==> src/rtl/mux8_rr_sched.sv <==
// Round-robin scheduler sharing one 8:1 bit mux between eight requesters,
// with bursts of up to MAX_BURST accepted beats per grant on a valid/ready port.
module mux8_rr_sched #(
    parameter int unsigned MAX_BURST = 4,
    parameter int unsigned CNT_W     = 4
) (
    input  logic       clk,
    input  logic       rst_n,
    input  logic [7:0] req,
    input  logic [7:0] din,
    output logic [2:0] sel,
    output logic [7:0] gnt,
    output logic       out_data,
    output logic       out_valid,
    input  logic       out_ready,
    output logic [7:0] ack,
    output logic       busy
);

    typedef enum logic {
        IDLE  = 1'b0,
        GRANT = 1'b1
    } state_t;

    state_t     state_q, state_d;
    logic [2:0] sel_q, sel_d;
    logic [7:0] gnt_q, gnt_d;
    logic [2:0] ptr_q, ptr_d;
    logic [CNT_W-1:0] cnt_q, cnt_d;

    logic       accept_s;
    logic       last_beat_s;
    logic [2:0] sel_next_s;
    logic [3:0] win_ptr_s;
    logic [3:0] win_rr_s;

    // Returns {found, index} of the first set request scanning start, start+1, ... with 3-bit wrap.
    function automatic logic [3:0] pick_winner(input logic [7:0] r, input logic [2:0] start);
        logic [3:0] res;
        logic [2:0] idx;
        res = 4'b0000;
        for (int k = 7; k >= 0; k--) begin
            idx = start + 3'(k);
            if (r[idx]) begin
                res = {1'b1, idx};
            end
        end
        return res;
    endfunction

    assign out_valid   = (state_q == GRANT) & req[sel_q];
    assign accept_s    = out_valid & out_ready;
    assign last_beat_s = (cnt_q == CNT_W'(MAX_BURST - 1));
    assign sel_next_s  = sel_q + 3'd1;
    assign win_ptr_s   = pick_winner(req, ptr_q);
    assign win_rr_s    = pick_winner(req, sel_next_s);

    assign sel      = sel_q;
    assign gnt      = gnt_q;
    assign out_data = din[sel_q];
    assign ack      = accept_s ? gnt_q : 8'h00;
    assign busy     = (state_q == GRANT);

    // Next-state logic: arbitration from ptr in IDLE, burst/release handling in GRANT.
    always_comb begin
        state_d = state_q;
        sel_d   = sel_q;
        gnt_d   = gnt_q;
        ptr_d   = ptr_q;
        cnt_d   = cnt_q;
        case (state_q)
            IDLE: begin
                if (win_ptr_s[3]) begin
                    state_d = GRANT;
                    sel_d   = win_ptr_s[2:0];
                    gnt_d   = 8'd1 << win_ptr_s[2:0];
                    cnt_d   = '0;
                end else begin
                    gnt_d   = 8'h00;
                end
            end
            GRANT: begin
                // Withdrawal and burst exhaustion both rotate priority past the current grantee;
                // the grantee itself is scanned last, so it is regranted only as sole requester.
                if (!req[sel_q] || (accept_s && last_beat_s)) begin
                    ptr_d = sel_next_s;
                    if (win_rr_s[3]) begin
                        sel_d = win_rr_s[2:0];
                        gnt_d = 8'd1 << win_rr_s[2:0];
                        cnt_d = '0;
                    end else begin
                        state_d = IDLE;
                        gnt_d   = 8'h00;
                    end
                end else if (accept_s) begin
                    cnt_d = cnt_q + CNT_W'(1);
                end else begin
                    cnt_d = cnt_q;
                end
            end
            default: begin
                state_d = IDLE;
                gnt_d   = 8'h00;
            end
        endcase
    end

    // State, grant, pointer and beat-counter registers.
    always_ff @(posedge clk or negedge rst_n) begin
        if (!rst_n) begin
            state_q <= IDLE;
            sel_q   <= 3'd0;
            gnt_q   <= 8'h00;
            ptr_q   <= 3'd0;
            cnt_q   <= '0;
        end else begin
            state_q <= state_d;
            sel_q   <= sel_d;
            gnt_q   <= gnt_d;
            ptr_q   <= ptr_d;
            cnt_q   <= cnt_d;
        end
    end

endmodule

==> config.mk <==
export PLATFORM = sky130hd
export DESIGN_NAME = mux8_rr_sched
export DESIGN_NICKNAME = d
export VERILOG_FILES = /design/src/rtl/mux8_rr_sched.sv
export SDC_FILE = /design/constraint.sdc
export NUM_CORES = 1
export LEC_CHECK = 0
export CORE_AREA = 3 3 83 85
export DETAILED_ROUTE_END_ITERATION = 10
export DIE_AREA = 0 0 86 88
export GPL_ROUTABILITY_DRIVEN = 0
export PLACE_DENSITY = 0.73
export SETUP_SLACK_MARGIN = 0.4
export SKIP_LAST_GASP = 1
export SLEW_MARGIN = 20
export SYNTH_ARGS = -nofsm -noshare
export SYNTH_HDL_FRONTEND = slang
export SYNTH_SLANG_ARGS = --single-unit
==> constraint.sdc <==
create_clock -name clk -period 6.7 [get_ports clk]
set_input_delay 1.34 -clock clk [delete_from_list [all_inputs] [get_ports clk]]
set_output_delay 1.34 -clock clk [all_outputs]
set_load 0.02 [all_outputs]
==> impl_metrics.toml <==
[cts]
cts_root_buf = "clkbuf_8"
clk-insertion-delay-late_ns = 0.26
h-tree-depth = 1
hold_buffers = 0
numCtsBuffers = 3
postCtsSetupBuffers = 0
clk_pin_slew_worst_paths_ns = 0.07
numClockSinks = 19
ctsResizeCount = 0
cts_tree = "yes"
clock_path_buffers = 2

[worst_setup_path]
startpoint_type = "input pin"
cpMostUsedCell = "clkdlybuf4s50_1"
critical_path_class = "input pin to primary output"
end_kind = "primary output"
arrival_ns = 4.03
critical-path-slowest-cell = "clkdlybuf4s50_1"
cp_max_fo = 17
path_cells = "clkdlybuf4s50_1, mux4_2, nand2_1, a21oi_1, and3_1, clkdlybuf4s50_1"
slowest_delay_ns = 0.79
required_ns = 5.36

[synthesis]
syn_area_per_cell_um2 = 9.37
ys_seq_area_frac = 0.153
ys_ff_latch = 19
netlist_instances = 332
syn-num-nets = 356
synthArstFlopShare = 1.00
synth_cell_types = 69
syn_area_um2 = 3110
synth-edff-count = 0
synthFlopType = "dfrtp_1"
yosysWarningCount = 0

[detailed_routing]
met1_length_um = 3370
wirelength_um = 8090
dr_wl_met3_um = 451
route.met2.wl_um = 4130
drt_first_pass_iters = 5
via_per_inst = 6.82
vias = 2885
ant_nets = 0
drtIter0Drc = 244
drc = 0
wl_per_cell_um = 19.1
highest_layer = "met4"

[status]
status = "complete, no violations"

[timing]
setup_viol = 0
drv_slew = 0
worstMarginPinSlew_ns = 1.07
fin_worst_skew_ns = 0.00353
max-slew-margin-rel = 0.279
rsz0062_at_grt = "false"
min_period_over_period = 0.802
fin_hold_ws_ns = 0.525
fin_tns_setup_ns = 0
fmax_ghz = 0.186
min_period_ns = 5.37
hold_viol = 0

[grt]
grt_pass1_wl_um = 13200
grt_max_degree = 34
grt_remaining_overflow = 0
grt_pass1_vias = 2683
grt_use_total = 0.213
antenna_found_initial = 0

[floorplanning]
die_h_um = 88
coreArea_um2 = 6280
io_pins = 41
fp.dieW_um = 86
start_util = 0.496
num_rows = 29
dieArea_um2 = 7570

[cells_and_area]
drive_gt1_frac = 0.171
finalNonFillerCells = 423
area_delta_synth_final_pct = 11.2
diodes = 0
final_nets = 371

[hold_path]
hold_path_class = "register to register"

[placed_design]
dp_hpwl_um = 5950
port_buffers = 40
dp.cells = 419

[job]
cap_violations = 0
## per-stage QoR
stage | worst slack (ns) | instance area (um2) | utilization
2_1_floorplan | 2.62 | 3110 | -
3_3_place_gp | 1.35 | 3410 | 0.544
3_5_place_dp | 1.29 | 3410 | 0.544
4_1_cts | 1.30 | 3460 | 0.551
5_1_grt | 1.09 | 3460 | 0.551
6_report | 1.33 | 3460 | 0.551
## layer usage
| metal | global-route usage | vias up |
|---|---|---|
| met5 | 0 | - |
| met4 | 0.0763 | 0 |
| met3 | 0.0216 | 14 |
| met2 | 0.369 | 131 |
| met1 | 0.277 | 1393 |
| li1 | - | 1347 |
## final timing paths
check / startpoint / endpoint / slack, ns / depth (start not counted)
setup / recovery: req[0] / ack[1] / 1.33 / 6
setup reg to reg: ptr_q[0]$_DFFE_PN0P_ / gnt[5]$_DFFE_PN0P_ / 2.68 / 9
hold / removal: gnt[3]$_DFFE_PN0P_ / gnt[3]$_DFFE_PN0P_ / 0.52 / 2
hold reg to reg: gnt[3]$_DFFE_PN0P_ / gnt[3]$_DFFE_PN0P_ / 0.52 / 2
min in group asynchronous: rst_n / gnt[2]$_DFFE_PN0P_ / 1.58 / 1
max in group asynchronous: rst_n / cnt_q[3]$_DFFE_PN0P_ / 4.58 / 1
## final cells by class
type,count,area (um2)
flip-flops and latches,19,475
multi-input cells,265,2360
well taps,77,96.3
clock inverters,1,5.00
inverters,15,56.3
clock buffers,3,41.3
repair buffers,43,423
fillers,556,2820
## worst max-delay path, delay by kind of cell
family | cells | cell delay, ns
muxes | 1 | 0.33
and+or+nand+nor | 2 | 0.31
buffers and inverters | 2 | 1.40
AOI/OAI and AO/OA | 1 | 0.65
## cell usage after synthesis, types with 3 or more instances
cell | n | area [um2]
mux2_2 | 17 | 191
dfrtp_1 | 19 | 475
nor3_1 | 9 | 45.0
buf_4 | 4 | 30.0
o21ai_0 | 13 | 65.1
mux2i_1 | 14 | 140
o211ai_1 | 5 | 37.5
nand2_1 | 29 | 109
nand4_1 | 6 | 37.5
nor2_1 | 13 | 48.8
a211oi_1 | 3 | 22.5
o31ai_1 | 9 | 67.6
clkbuf_1 | 9 | 33.8
mux4_1 | 3 | 78.8
a21o_1 | 5 | 37.5
a221oi_1 | 4 | 35.0
nand3_1 | 7 | 35.0
a22oi_1 | 3 | 22.5
buf_6 | 6 | 67.6
a22o_1 | 4 | 35.0
buf_2 | 13 | 65.1
o2111ai_1 | 3 | 26.3
and3_1 | 11 | 68.8
xnor2_1 | 3 | 26.3
a21oi_1 | 13 | 65.1
nand3b_1 | 3 | 22.5
nor2b_1 | 3 | 18.8
ha_1 | 5 | 62.6
inv_1 | 14 | 52.6
a31oi_1 | 5 | 31.3
mux4_2 | 24 | 541
## sequential cells by signal, summed over array words and instances (netlist names)
name / count
gnt: 8
busy: 1
cnt_q: 4
ptr_q: 3
sel: 3
## cell families (layout without fill, tap and decap cells)
family,count (synthesis),count (layout),synth area share
multiplexers,61,61,0.320
flip-flops,19,19,0.153
adder cells (fa/ha/maj),5,5,0.0201
AND/OR/NAND/NOR,93,93,0.159
buffers and inverters,48,62,0.0877
XOR/XNOR,6,6,0.0213
AO/OA/AOI/OAI,100,100,0.239
## cell usage in the layout (no fill, tap or decap), types with 5 or more instances in the layout
cell / instances
nand3_1: 7
o211ai_1: 5
inv_1: 14
o21ai_0: 13
nand4_1: 6
mux4_2: 24
a21oi_1: 13
mux2i_1: 14
nor3_1: 9
ha_1: 5
nor2_1: 13
clkdlybuf4s50_1: 40
nand2_1: 29
dfrtp_1: 19
a31oi_1: 5
o31ai_1: 9
mux2_2: 17
a21o_1: 5
and3_1: 11
Power is not shown: default switching activity piles up to over one toggle a cycle in this logic, so the estimate is an artifact.
==> patch (same flow settings) <==
Reset style: synchronous (`rst_n`), changed in one clocked block.
--- a/src/rtl/mux8_rr_sched.sv
+++ b/src/rtl/mux8_rr_sched.sv
@@ -106,7 +106,7 @@
     end
 
     // State, grant, pointer and beat-counter registers.
-    always_ff @(posedge clk or negedge rst_n) begin
+    always_ff @(posedge clk) begin
         if (!rst_n) begin
             state_q <= IDLE;
             sel_q   <= 3'd0;
Check against the original RTL: differs if rst_n is asserted again (counterexample within 4 cycles, from zero or initial values and one cycle with rst_n low); with rst_n held inactive, the same outputs for 10 cycles.
==> patch against the original RTL <==
Non-clock buffer count fell by 1. Worst setup slack improved by 0.14 ns. Final area barely moved. Global-route usage fell by 0.81 points. First-iteration DRC count fell by 33%. Wire length fell by 6.0%. Via count rose by 0.80%. Area after synthesis fell by 1.9%. Sequential cell count did not move. Highest routed layer unchanged.
==> patch: results (changes against the original RTL) <==
Setup path
  – Worst setup startpoint: req[6]
  – FF-to-FF setup slack: 2.52 ns (-0.16 ns)
  – Crit path capture: ack[7]

Yosys
  – Synth cell types: 67 (-2.9%)
  – Adder and majority cell fraction of the synthesized area: 0.0205 (+0.000387)
  – Post-synthesis mux area share: 0.338 (+0.0180)
  – Top post-synthesis cells by area: mux4_2 15%, dfxtp_1 12%, mux2i_1 7.2%, mux4_1 6.0%, o21ai_0 3.6%
  – Async S/R FF share, synth: 0 (-1.00)
  – XOR/XNOR share of the synthesized area: 0.0459 (+0.0246)
  – Top_reg_cell synth: dfxtp_1
  – Synth cell count leaders: 29 x nand2_1, 22 x mux2i_1, 22 x o21ai_0

Route
  – Vias/cell: 6.53 (-4.2%)
  – Initial drt markers: 164 (-33%)
  – Met1 WL: 3.39 mm (+0.42%)
  – Detailed-router iteration count before antenna repair: 4 (-1)
  – Met2 WL: 3.73 mm (-9.7%)
  – Final wirelength: 7.60 mm (-6.0%)
  – Routed vias: 2908 (+0.80%)

Cells and area
  – # fillers: 562 (+1.1%)
  – Layout cell share with drive strength beyond 1: 0.122 (-0.0482)

Placed design
  – Placed Area: 3420 sq um (about the same)
  – Placed cells: 441 (+5.3%)
  – HPWL Detailed: 5.57 mm (-6.4%)

STA
  – Fin crit share: 0.782 (-0.0201)
  – Skew final: 0.00494 ns (+0.00141 ns)
  – Worst hold margin: 0.514 ns (-0.0111 ns)

GRT
  – Largest net degree at the start of global routing: 32 (-5.9%)
  – First-pass GRT wire length: 12.8 mm (-3.2%)

Outcome
  – Status: finished, final reports clean

Hold path
  – WHS Endpoint: cnt_q[3]
  – Worst min-delay path startpoint: cnt_q[3]
==> patch: layout make-up <==
class | count | area [sq um] | share of cell area
clock buffer | 3 | 41.3 | 0.0119
clock inverter | 1 | 5.00 | 0.00145
inverter | 14 | 52.6 | 0.0152
multi-input combinational | 289 | 2470 | 0.714
sequential | 19 | 380 | 0.110
tap | 77 | 96.3 | 0.0278
timing repair buffer | 42 | 415 | 0.120
==> patch: worst max-delay path, cell delays in order <==
cell,delay [ns]
clkdlybuf4s50_1,0.66
mux4_2,0.55
mux2i_1,0.27
nand2b_1,0.19
inv_1,0.13
and3_1,0.21
clkdlybuf4s50_1,0.53
==> patch: power by group through the flow <==
stage	registers [mW]	logic [mW]	clock network, mW
after floorplan	0.203	1.12	0
final	0.216	1.39	0.0818
after CTS	0.218	1.38	0.0831
after detailed placement	0.221	1.37	0
after global placement	0.219	1.35	0
after global routing	0.228	1.52	0.0879
